### src/rtl/vga_text_pkg.sv
// Shared text-mode geometry and RAM port-B scheduler state encoding.
// Used by text_ram_scheduler and vga_controller.
package vga_text_pkg;

    localparam int COLS   = 80;
    localparam int ROWS   = 30;
    localparam int CELLS  = COLS * ROWS;
    localparam int ADDR_W = 12;
    localparam int DATA_W = 32;

    localparam logic [ADDR_W-1:0] LAST_CELL  = ADDR_W'(CELLS - 1);
    localparam logic [ADDR_W-1:0] COPY_LAST  = ADDR_W'(CELLS - COLS - 1);
    localparam logic [ADDR_W-1:0] FILL_START = ADDR_W'(CELLS - COLS);
    localparam logic [ADDR_W-1:0] COLS_A     = ADDR_W'(COLS);

    typedef enum logic [2:0] {
        IDLE,
        HOST_WR,
        CLEAR,
        SCR_RD,
        SCR_WR,
        SCR_FILL
    } state_t;

endpackage

### src/rtl/text_ram_scheduler_if.sv
// Host write handshake plus text RAM port-B pins.
// master = host/RAM side, slave = scheduler.
interface text_ram_scheduler_if;
    import vga_text_pkg::*;

    logic              host_valid;
    logic              host_ready;
    logic [ADDR_W-1:0] host_addr;
    logic [DATA_W-1:0] host_data;
    logic [ADDR_W-1:0] ram_addr;
    logic [DATA_W-1:0] ram_wdata;
    logic              ram_we;
    logic [DATA_W-1:0] ram_rdata;

    modport master (
        output host_valid, host_addr, host_data, ram_rdata,
        input  host_ready, ram_addr, ram_wdata, ram_we
    );

    modport slave (
        input  host_valid, host_addr, host_data, ram_rdata,
        output host_ready, ram_addr, ram_wdata, ram_we
    );

endinterface

### src/rtl/text_ram_scheduler.sv
// Arbitrates text RAM port B between host writes, clear and scroll.
// FSM and cell counter inline; RAM controls registered from next state.
module text_ram_scheduler
    import vga_text_pkg::*;
(
    input  logic              clk,
    input  logic              rst,
    text_ram_scheduler_if.slave bus,
    input  logic              cmd_clear,
    input  logic              cmd_scroll,
    input  logic [DATA_W-1:0] fill_word,
    output logic              busy,
    output logic              done
);

    state_t            state_q, state_d;
    logic [ADDR_W-1:0] cnt_q, cnt_d;
    logic [ADDR_W-1:0] addr_q, addr_d;
    logic [DATA_W-1:0] wdata_q, wdata_d;
    logic [DATA_W-1:0] fill_q, fill_d;
    logic              we_q, we_d;
    logic              busy_q, busy_d;
    logic              done_q, done_d;

    assign bus.host_ready = (state_q == IDLE) && !cmd_clear && !cmd_scroll;
    assign bus.ram_addr   = addr_q;
    assign bus.ram_we     = we_q;
    // Copy data arrives the cycle after the read, so it is forwarded
    // straight from q_b to keep the copy loop at two cycles per cell.
    assign bus.ram_wdata  = (state_q == SCR_WR) ? bus.ram_rdata : wdata_q;
    assign busy           = busy_q;
    assign done           = done_q;

    // Next state plus the RAM controls to present in that state.
    always_comb begin
        state_d = state_q;
        cnt_d   = cnt_q;
        addr_d  = addr_q;
        wdata_d = wdata_q;
        fill_d  = fill_q;
        we_d    = 1'b0;
        busy_d  = 1'b0;
        done_d  = 1'b0;
        unique case (state_q)
            IDLE: begin
                if (cmd_clear) begin
                    state_d = CLEAR;
                    cnt_d   = '0;
                    addr_d  = '0;
                    wdata_d = fill_word;
                    fill_d  = fill_word;
                    we_d    = 1'b1;
                    busy_d  = 1'b1;
                end else if (cmd_scroll) begin
                    state_d = SCR_RD;
                    cnt_d   = '0;
                    addr_d  = COLS_A;
                    fill_d  = fill_word;
                    busy_d  = 1'b1;
                end else if (bus.host_valid) begin
                    state_d = HOST_WR;
                    addr_d  = bus.host_addr;
                    wdata_d = bus.host_data;
                    we_d    = (bus.host_addr <= LAST_CELL);
                end
            end
            HOST_WR: state_d = IDLE;
            CLEAR, SCR_FILL: begin
                if (cnt_q == LAST_CELL) begin
                    state_d = IDLE;
                    done_d  = 1'b1;
                end else begin
                    cnt_d  = cnt_q + 1'b1;
                    addr_d = cnt_q + 1'b1;
                    we_d   = 1'b1;
                    busy_d = 1'b1;
                end
            end
            SCR_RD: begin
                state_d = SCR_WR;
                addr_d  = cnt_q;
                we_d    = 1'b1;
                busy_d  = 1'b1;
            end
            SCR_WR: begin
                busy_d = 1'b1;
                if (cnt_q == COPY_LAST) begin
                    state_d = SCR_FILL;
                    cnt_d   = FILL_START;
                    addr_d  = FILL_START;
                    wdata_d = fill_q;
                    we_d    = 1'b1;
                end else begin
                    state_d = SCR_RD;
                    cnt_d   = cnt_q + 1'b1;
                    addr_d  = cnt_q + 1'b1 + COLS_A;
                end
            end
            default: state_d = IDLE;
        endcase
    end

    // State, counter and registered RAM/status outputs.
    always_ff @(posedge clk) begin
        if (rst) begin
            state_q <= IDLE;
            cnt_q   <= '0;
            addr_q  <= '0;
            wdata_q <= '0;
            fill_q  <= '0;
            we_q    <= 1'b0;
            busy_q  <= 1'b0;
            done_q  <= 1'b0;
        end else begin
            state_q <= state_d;
            cnt_q   <= cnt_d;
            addr_q  <= addr_d;
            wdata_q <= wdata_d;
            fill_q  <= fill_d;
            we_q    <= we_d;
            busy_q  <= busy_d;
            done_q  <= done_d;
        end
    end

endmodule
### src/flat_wrapper.sv
// flat-port wrapper written by rule: the top's interface ports become plain ports
module text_ram_scheduler_flat import vga_text_pkg::*;
  (clk, rst, cmd_clear, cmd_scroll, fill_word, busy, done, bus_host_valid, bus_host_addr, bus_host_data, bus_ram_rdata, bus_host_ready, bus_ram_addr, bus_ram_wdata, bus_ram_we);
  text_ram_scheduler_if bus_i ();
  input  logic clk;
  input  logic rst;
  input  logic cmd_clear;
  input  logic cmd_scroll;
  input  logic [DATA_W-1:0] fill_word;
  output logic busy;
  output logic done;
  input wire logic [$bits(bus_i.host_valid)-1:0] bus_host_valid;
  input wire logic [$bits(bus_i.host_addr)-1:0] bus_host_addr;
  input wire logic [$bits(bus_i.host_data)-1:0] bus_host_data;
  input wire logic [$bits(bus_i.ram_rdata)-1:0] bus_ram_rdata;
  output wire logic [$bits(bus_i.host_ready)-1:0] bus_host_ready;
  output wire logic [$bits(bus_i.ram_addr)-1:0] bus_ram_addr;
  output wire logic [$bits(bus_i.ram_wdata)-1:0] bus_ram_wdata;
  output wire logic [$bits(bus_i.ram_we)-1:0] bus_ram_we;
  assign bus_i.host_valid = bus_host_valid;
  assign bus_i.host_addr = bus_host_addr;
  assign bus_i.host_data = bus_host_data;
  assign bus_i.ram_rdata = bus_ram_rdata;
  assign bus_host_ready = bus_i.host_ready;
  assign bus_ram_addr = bus_i.ram_addr;
  assign bus_ram_wdata = bus_i.ram_wdata;
  assign bus_ram_we = bus_i.ram_we;
  text_ram_scheduler u_core (.clk(clk), .rst(rst), .bus(bus_i), .cmd_clear(cmd_clear), .cmd_scroll(cmd_scroll), .fill_word(fill_word), .busy(busy), .done(done));
endmodule
### config.mk
export PLATFORM = sky130hd
export DESIGN_NAME = text_ram_scheduler_flat
export DESIGN_NICKNAME = d
export VERILOG_FILES = /design/src/rtl/vga_text_pkg.sv /design/src/rtl/text_ram_scheduler_if.sv /design/src/rtl/text_ram_scheduler.sv /design/src/flat_wrapper.sv
export SDC_FILE = /design/constraint.sdc
export NUM_CORES = 1
export LEC_CHECK = 0
export BUFFER_PORTS_ARGS = -buffer_cell sky130_fd_sc_hd__buf_2
export CORE_ASPECT_RATIO = 1.25
export CORE_UTILIZATION = 47
export CTS_CLUSTER_SIZE = 16
export DETAILED_ROUTE_END_ITERATION = 10
export HOLD_SLACK_MARGIN = 0.12
export PLACE_DENSITY = 0.85
export SLEW_MARGIN = 30
export SYNTH_ARGS = -nofsm -noshare
export SYNTH_HDL_FRONTEND = slang
export SYNTH_SLANG_ARGS = --single-unit
### constraint.sdc
create_clock -name clk -period 2.3 [get_ports clk]
set_input_delay 0.115 -clock clk [delete_from_list [all_inputs] [get_ports clk]]
set_output_delay 0.115 -clock clk [all_outputs]
set_load 0.02 [all_outputs]
After elaboration in Yosys (flattened, before gate mapping):

Cells that the tools add are included.

* register bits after elaboration: 94
* bits in latches: 0
* RAM bits: 0
* bits in read-only memories: 0
* bits of input ports: 113
* word-level logic and storage cells: 76
* memories kept: 0

* add/subtract/negate cells: 2
* $mul: 0
* div/mod/pow operators: 0
* order comparisons: 1
* equal/unequal tests: 13
* shifts and indexed selects: 0
* mux-type cells: 34
* bitwise operators: 1
* reductions and logical operators: 17

Operators with widths (count)
* $mux W32: 7
* $mux W12: 8
* $pmux W32 S2: 1
* $pmux W12 S4: 1
* $pmux W12 S3: 1
* $eq A12 B12 Y1 const B: 2
* $mux W3: 5
* $add A12 B1 Y12 const B: 1
* $add A12 B7 Y12 const B: 1
* $le A12 B12 Y1 const B: 1
* $pmux W3 S4: 1
* $ne A3 B3 Y1 const B: 3
* $mux W1: 8
* $eq A3 B2 Y1 const B: 2
* $eq A3 B3 Y1 const B: 2
* $reduce_and A3 Y1: 2
* $reduce_or A2 Y1: 3
* $ne A2 B2 Y1 const B: 2
* $ne A4 B4 Y1 const B: 1
* $pmux W1 S4: 1
* $reduce_and A2 Y1: 2
* $reduce_and A4 Y1: 1
* $reduce_bool A2 Y1: 2
* $reduce_bool A4 Y1: 1
* 7 further kinds: 9

Logic depth before layout (Yosys ltp):

* word-level depth: 5
* gate-level depth with buffers: 12

Least setup slack after synthesis:

Ideal clock, no wire load.

* path kind: register to register
* start point: register u_core.cnt_q[0]
* end point: register u_core.addr_q[8] (netlist: u_core.bus.ram_addr[8])
* data arrival time: 2.289 ns
* setup slack: -0.128 ns
* stages on the path, launching flop included: 13
* path buffers: 2
* cells stage by stage: dfxtp_1 -> ha_1 -> buf_2 -> and3_1 -> buf_2 -> xnor2_1 -> ha_1 -> o21ai_0 -> o21ai_0 -> a2bb2oi_1 -> xor2_1 -> a221oi_1 -> a211oi_1

* cells in the longest elaborated chain, start to end: 4
* elaborated cells on any way between the ends: 9
* classes of those cells: add/sub (2); eq/ne (3); mux (3); reduce/logical (1)

RTL lines
* start, declared: RTL line text_ram_scheduler.sv:17 `logic [ADDR_W-1:0] cnt_q, cnt_d;`
* start signal, assigned: RTL line text_ram_scheduler.sv:116 `cnt_q <= cnt_d;`
* $add A12 B1 Y12: RTL line text_ram_scheduler.sv:74, text_ram_scheduler.sv:96
* $add A12 B7 Y12: RTL line text_ram_scheduler.sv:96 `addr_d = cnt_q + 1'b1 + COLS_A;`
* $mux W12: RTL line text_ram_scheduler.sv:87 `if (cnt_q == COPY_LAST) begin`
* $pmux W12 S4: RTL line text_ram_scheduler.sv:44 `unique case (state_q)`
* end signal, assigned: RTL line text_ram_scheduler.sv:117 `addr_q <= addr_d;`
* end, declared: RTL line text_ram_scheduler.sv:18 `logic [ADDR_W-1:0] addr_q, addr_d;`

Parallel ways exist; a longest one is shown, timed or not. The select of a mux whose other input is x is not followed.
A chain may end at the register's enable or synchronous reset.

Worst setup path after layout:

* start point: register u_core.cnt_q[0]
* end point: register u_core.addr_q[9] (netlist: u_core.bus.ram_addr[9])

The elaborated chain is that of the path after synthesis.

==> results.py <==
metrics = {
    "sta": {
        "fin_skew_ps": 7.57,
        "holdWs_ps": 137,
        "worstMarginPinSlew_ps": 605,
        "maxSlewHeadroom_pct": 59.4,
        "rsz0062_at_grt": "false",
        "finalCriticalPeriod_ps": 2180,
        "drv_slew": 0,
        "setup_ws_ps": 124,
        "hold_viol": 0,
        "period_share_pct": 94.6,
        "setup_viol": 0,
        "fmax_mhz": 459,
    },
    "floorplanning": {
        "die_y_um": 121,
        "row_count": 43,
        "die_w_um": 97.2,
        "design.portCount": 161,
        "coreArea_um2": 11100,
        "start_util_pct": 48.0,
        "die_area_um2": 11800,
    },
    "cts": {
        "clock_latency_ps": 340,
        "clock-root-buffer": "clkbuf_16",
        "clk_pin_slew_ps": 70,
        "htreeDepth": 3,
        "cts_buffers": 9,
        "cts_sinks": 94,
        "clk_path_buf_depth": 2,
        "cts_tree": "built",
    },
    "critical_path": {
        "r2r_slack_ps": 120,
        "reg2reg_depth": 7,
        "endpoint_kind": "flip-flop",
        "worstPathArrival_ps": 2440,
        "required_ps": 2570,
        "reg2reg_to": "u_core.bus.ram_addr[9]",
        "startpoint_type": "flip-flop",
        "setup.worst_path.class": "reg2reg",
        "timing.rr.start": "u_core.cnt_q[0]",
        "cp_max_fo": 8,
    },
    "power": {
        "p_int_mw": 4.51,
        "p_clk_share_pct": 19.1,
        "power_leakage_nw": 3.31,
        "combPwrFrac_pct": 51.0,
        "swShare_pct": 44.0,
        "switchingPower_mw": 3.55,
        "power_density_nw_per_um2": 1120,
        "p_seq_share_pct": 29.9,
        "total_power_mw": 8.06,
        "irDropWorstVdd_mv": 0.623,
    },
    "logic_synthesis": {
        "synth.top_cell.area_share_pct": 35.3,
        "ys_seq_elements": 94,
        "muxShareOfSynthArea_pct": 6.39,
        "yosysTopAreaCell": "dfxtp_1",
        "synthXorXnorAreaFrac_pct": 2.28,
        "syn_nets": 861,
        "synthCells": 746,
        "yosysSeqAreaShare_pct": 35.3,
        "synth_area_um2": 5320,
        "synth.area.top_cells": "dfxtp_1 35%, nand2_1 17%, a21oi_1 7.9%",
        "syn_area_per_cell_um2": 7.14,
        "synth.distinct_cells": 65,
        "async_flop_share_pct": 0,
        "synthFlopType": "dfxtp_1",
        "yosys_warnings": 0,
        "synth_edf_count": 0,
        "synth_fa_ha_area_share_pct": 0.470,
        "synth_simple_gate_area_share_pct": 28.1,
        "synth_compound_area_share_pct": 22.1,
        "synth_top_family_by_area": "simple AND/OR/NAND/NOR gates",
    },
    "global_route": {
        "grt_overflow_total": 0,
        "grt_max_degree": 100,
        "grt_pass1_vias": 5770,
        "antenna_found_initial": 1,
        "grt.total_usage_pct": 28.3,
        "grt_pass1_wl_um": 26900,
    },
    "cells_and_area": {
        "final_cell_mix": "245 x nand2_1, 160 x buf_2, 91 x dfxtp_1, 84 x a21oi_1, 49 x buf_4",
        "nNetsFinal": 1054,
        "syn_to_final_growth_pct": 35.6,
        "drive_gt1_share_pct": 27.2,
        "mostFrequentLayoutCell": "nand2_1",
    },
    "route": {
        "via_per_inst": 5.59,
        "ant_nets": 0,
        "drtIter0Drc": 374,
        "route.detailed.wl_per_inst_um": 15.6,
        "drc_errors": 0,
        "drt_first_pass_iters": 5,
        "routed_wirelength_um": 16800,
        "vias": 6036,
    },
    "worst_hold_path": {
        "whs_path_depth": 3,
        "hp-class": "in2reg",
        "hold_path.startpoint": "bus_host_addr[2]",
        "whs_endpoint": "u_core.bus.ram_addr[2]",
    },
    "job": {
        "drv_cap": 0,
    },
    "placed_design": {
        "pre_cts_slack_ps": -19.0,
        "port_buffers": 160,
        "place.gp.congestion": 0.944,
        "dp_hpwl_um": 11300,
    },
    "outcome": {
        "status": "finished, final reports clean",
    },
}
-- synthesized netlist by cell type, drive strengths merged, types with 3 or more instances --
cell / count
a211oi: 9
a21oi: 85
a221oi: 3
a222oi: 3
a311oi: 5
a31oi: 4
and2: 5
and3: 3
buf: 17
clkbuf: 47
dfxtp: 94
inv: 5
mux2i: 34
nand2: 247
nand3: 7
nand4: 8
nor2: 41
nor2b: 5
nor3: 11
nor3b: 4
o211ai: 32
o21ai: 18
o31a: 3
or3: 3
or4: 3
xnor2: 10
xor2: 3
-- state kept, by name, indices dropped and copies added, names as in the netlist --
register and cells:
u_core.wdata_q 32, u_core.cnt_q 12, u_core.done 1, u_core.fill_q 32
u_core.busy 1, u_core.state_q 3, u_core.bus.ram_addr 12, u_core.bus.ram_we 1
-- metal layers --
layer  share of wire (%)  GRT usage, %  wire (um)  vias up
li1                    -             -          -     2986
met1                  40          33.4       6750     2779
met2                  52          50.5       8670      232
met3                 5.4          3.97        915       39
met4                 2.8          13.1        479        0
met5                   0             0          0        -
-- worst max-delay path: stages (launching register included) --
cell	delay [ps]
dfxtp_4	380
ha_4	180
buf_4	130
or3_1	390
a311o_1	320
and3_1	200
o31a_1	280
a211oi_2	200
-- area by class of cell --
cell class / instances / area, um2
Inverter: 5 / 18.8
Antenna cell: 1 / 2.50
Sequential cell: 94 / 1890
Tap cell: 135 / 169
Multi-Input combinational cell: 583 / 3260
Clock buffer: 10 / 239
Clock inverter: 6 / 66.3
Timing Repair Buffer: 246 / 1580
Fill cell: 961 / 3860
-- power by group through the flow --
stage | Clock [mW] | Combinational [mW] | Sequential [mW]
finish | 1.54 | 4.11 | 2.41
global route | 1.62 | 4.51 | 2.47
CTS | 1.56 | 4.02 | 2.40
detailed placement | 0 | 3.95 | 2.43
global placement | 0 | 3.89 | 2.41
floorplan | 0 | 2.54 | 2.44
-- repair_timing --
item	4_1_cts	5_1_grt
gates resized for setup	1	9
pin swaps	0	4
hold endpoints to repair	33	0
buffers inserted	0	1
setup endpoints to repair	1	11
hold buffers	33	0
-- worst max-delay path by stage --
stage / startpoint / to / slack, ps
CTS: u_core.cnt_q[0] / u_core.bus.ram_addr[8] / 10
global route: u_core.state_q[0] / bus_ram_wdata[10] / 8
global placement: u_core.cnt_q[1] / u_core.bus.ram_addr[8] / 50
floorplan: u_core.cnt_q[0] / u_core.bus.ram_addr[8] / 20
detailed placement: u_core.cnt_q[1] / u_core.bus.ram_addr[8] / -20
finish: u_core.cnt_q[0] / u_core.bus.ram_addr[9] / 120
-- stage by stage --
step                utilization (%)  setup TNS (ps)  std cells  instance area [um2]
floorplan                         -               0        746                 5360
global placement               58.8               0       1029                 6520
detailed placement             58.8           -19.0       1029                 6520
CTS                            64.6               0       1078                 7160
global route                   65.2               0       1080                 7220
finish                         65.2               0       1080                 7220
-- cells by family after synthesis --
kind of cell    after synthesis
mux                          34
compound gates              185
xor+xnor                     13
fa+ha+maj                     2
flops                        94
buf+inv                      69
simple gates                349
(Power assumes the default switching activity.)
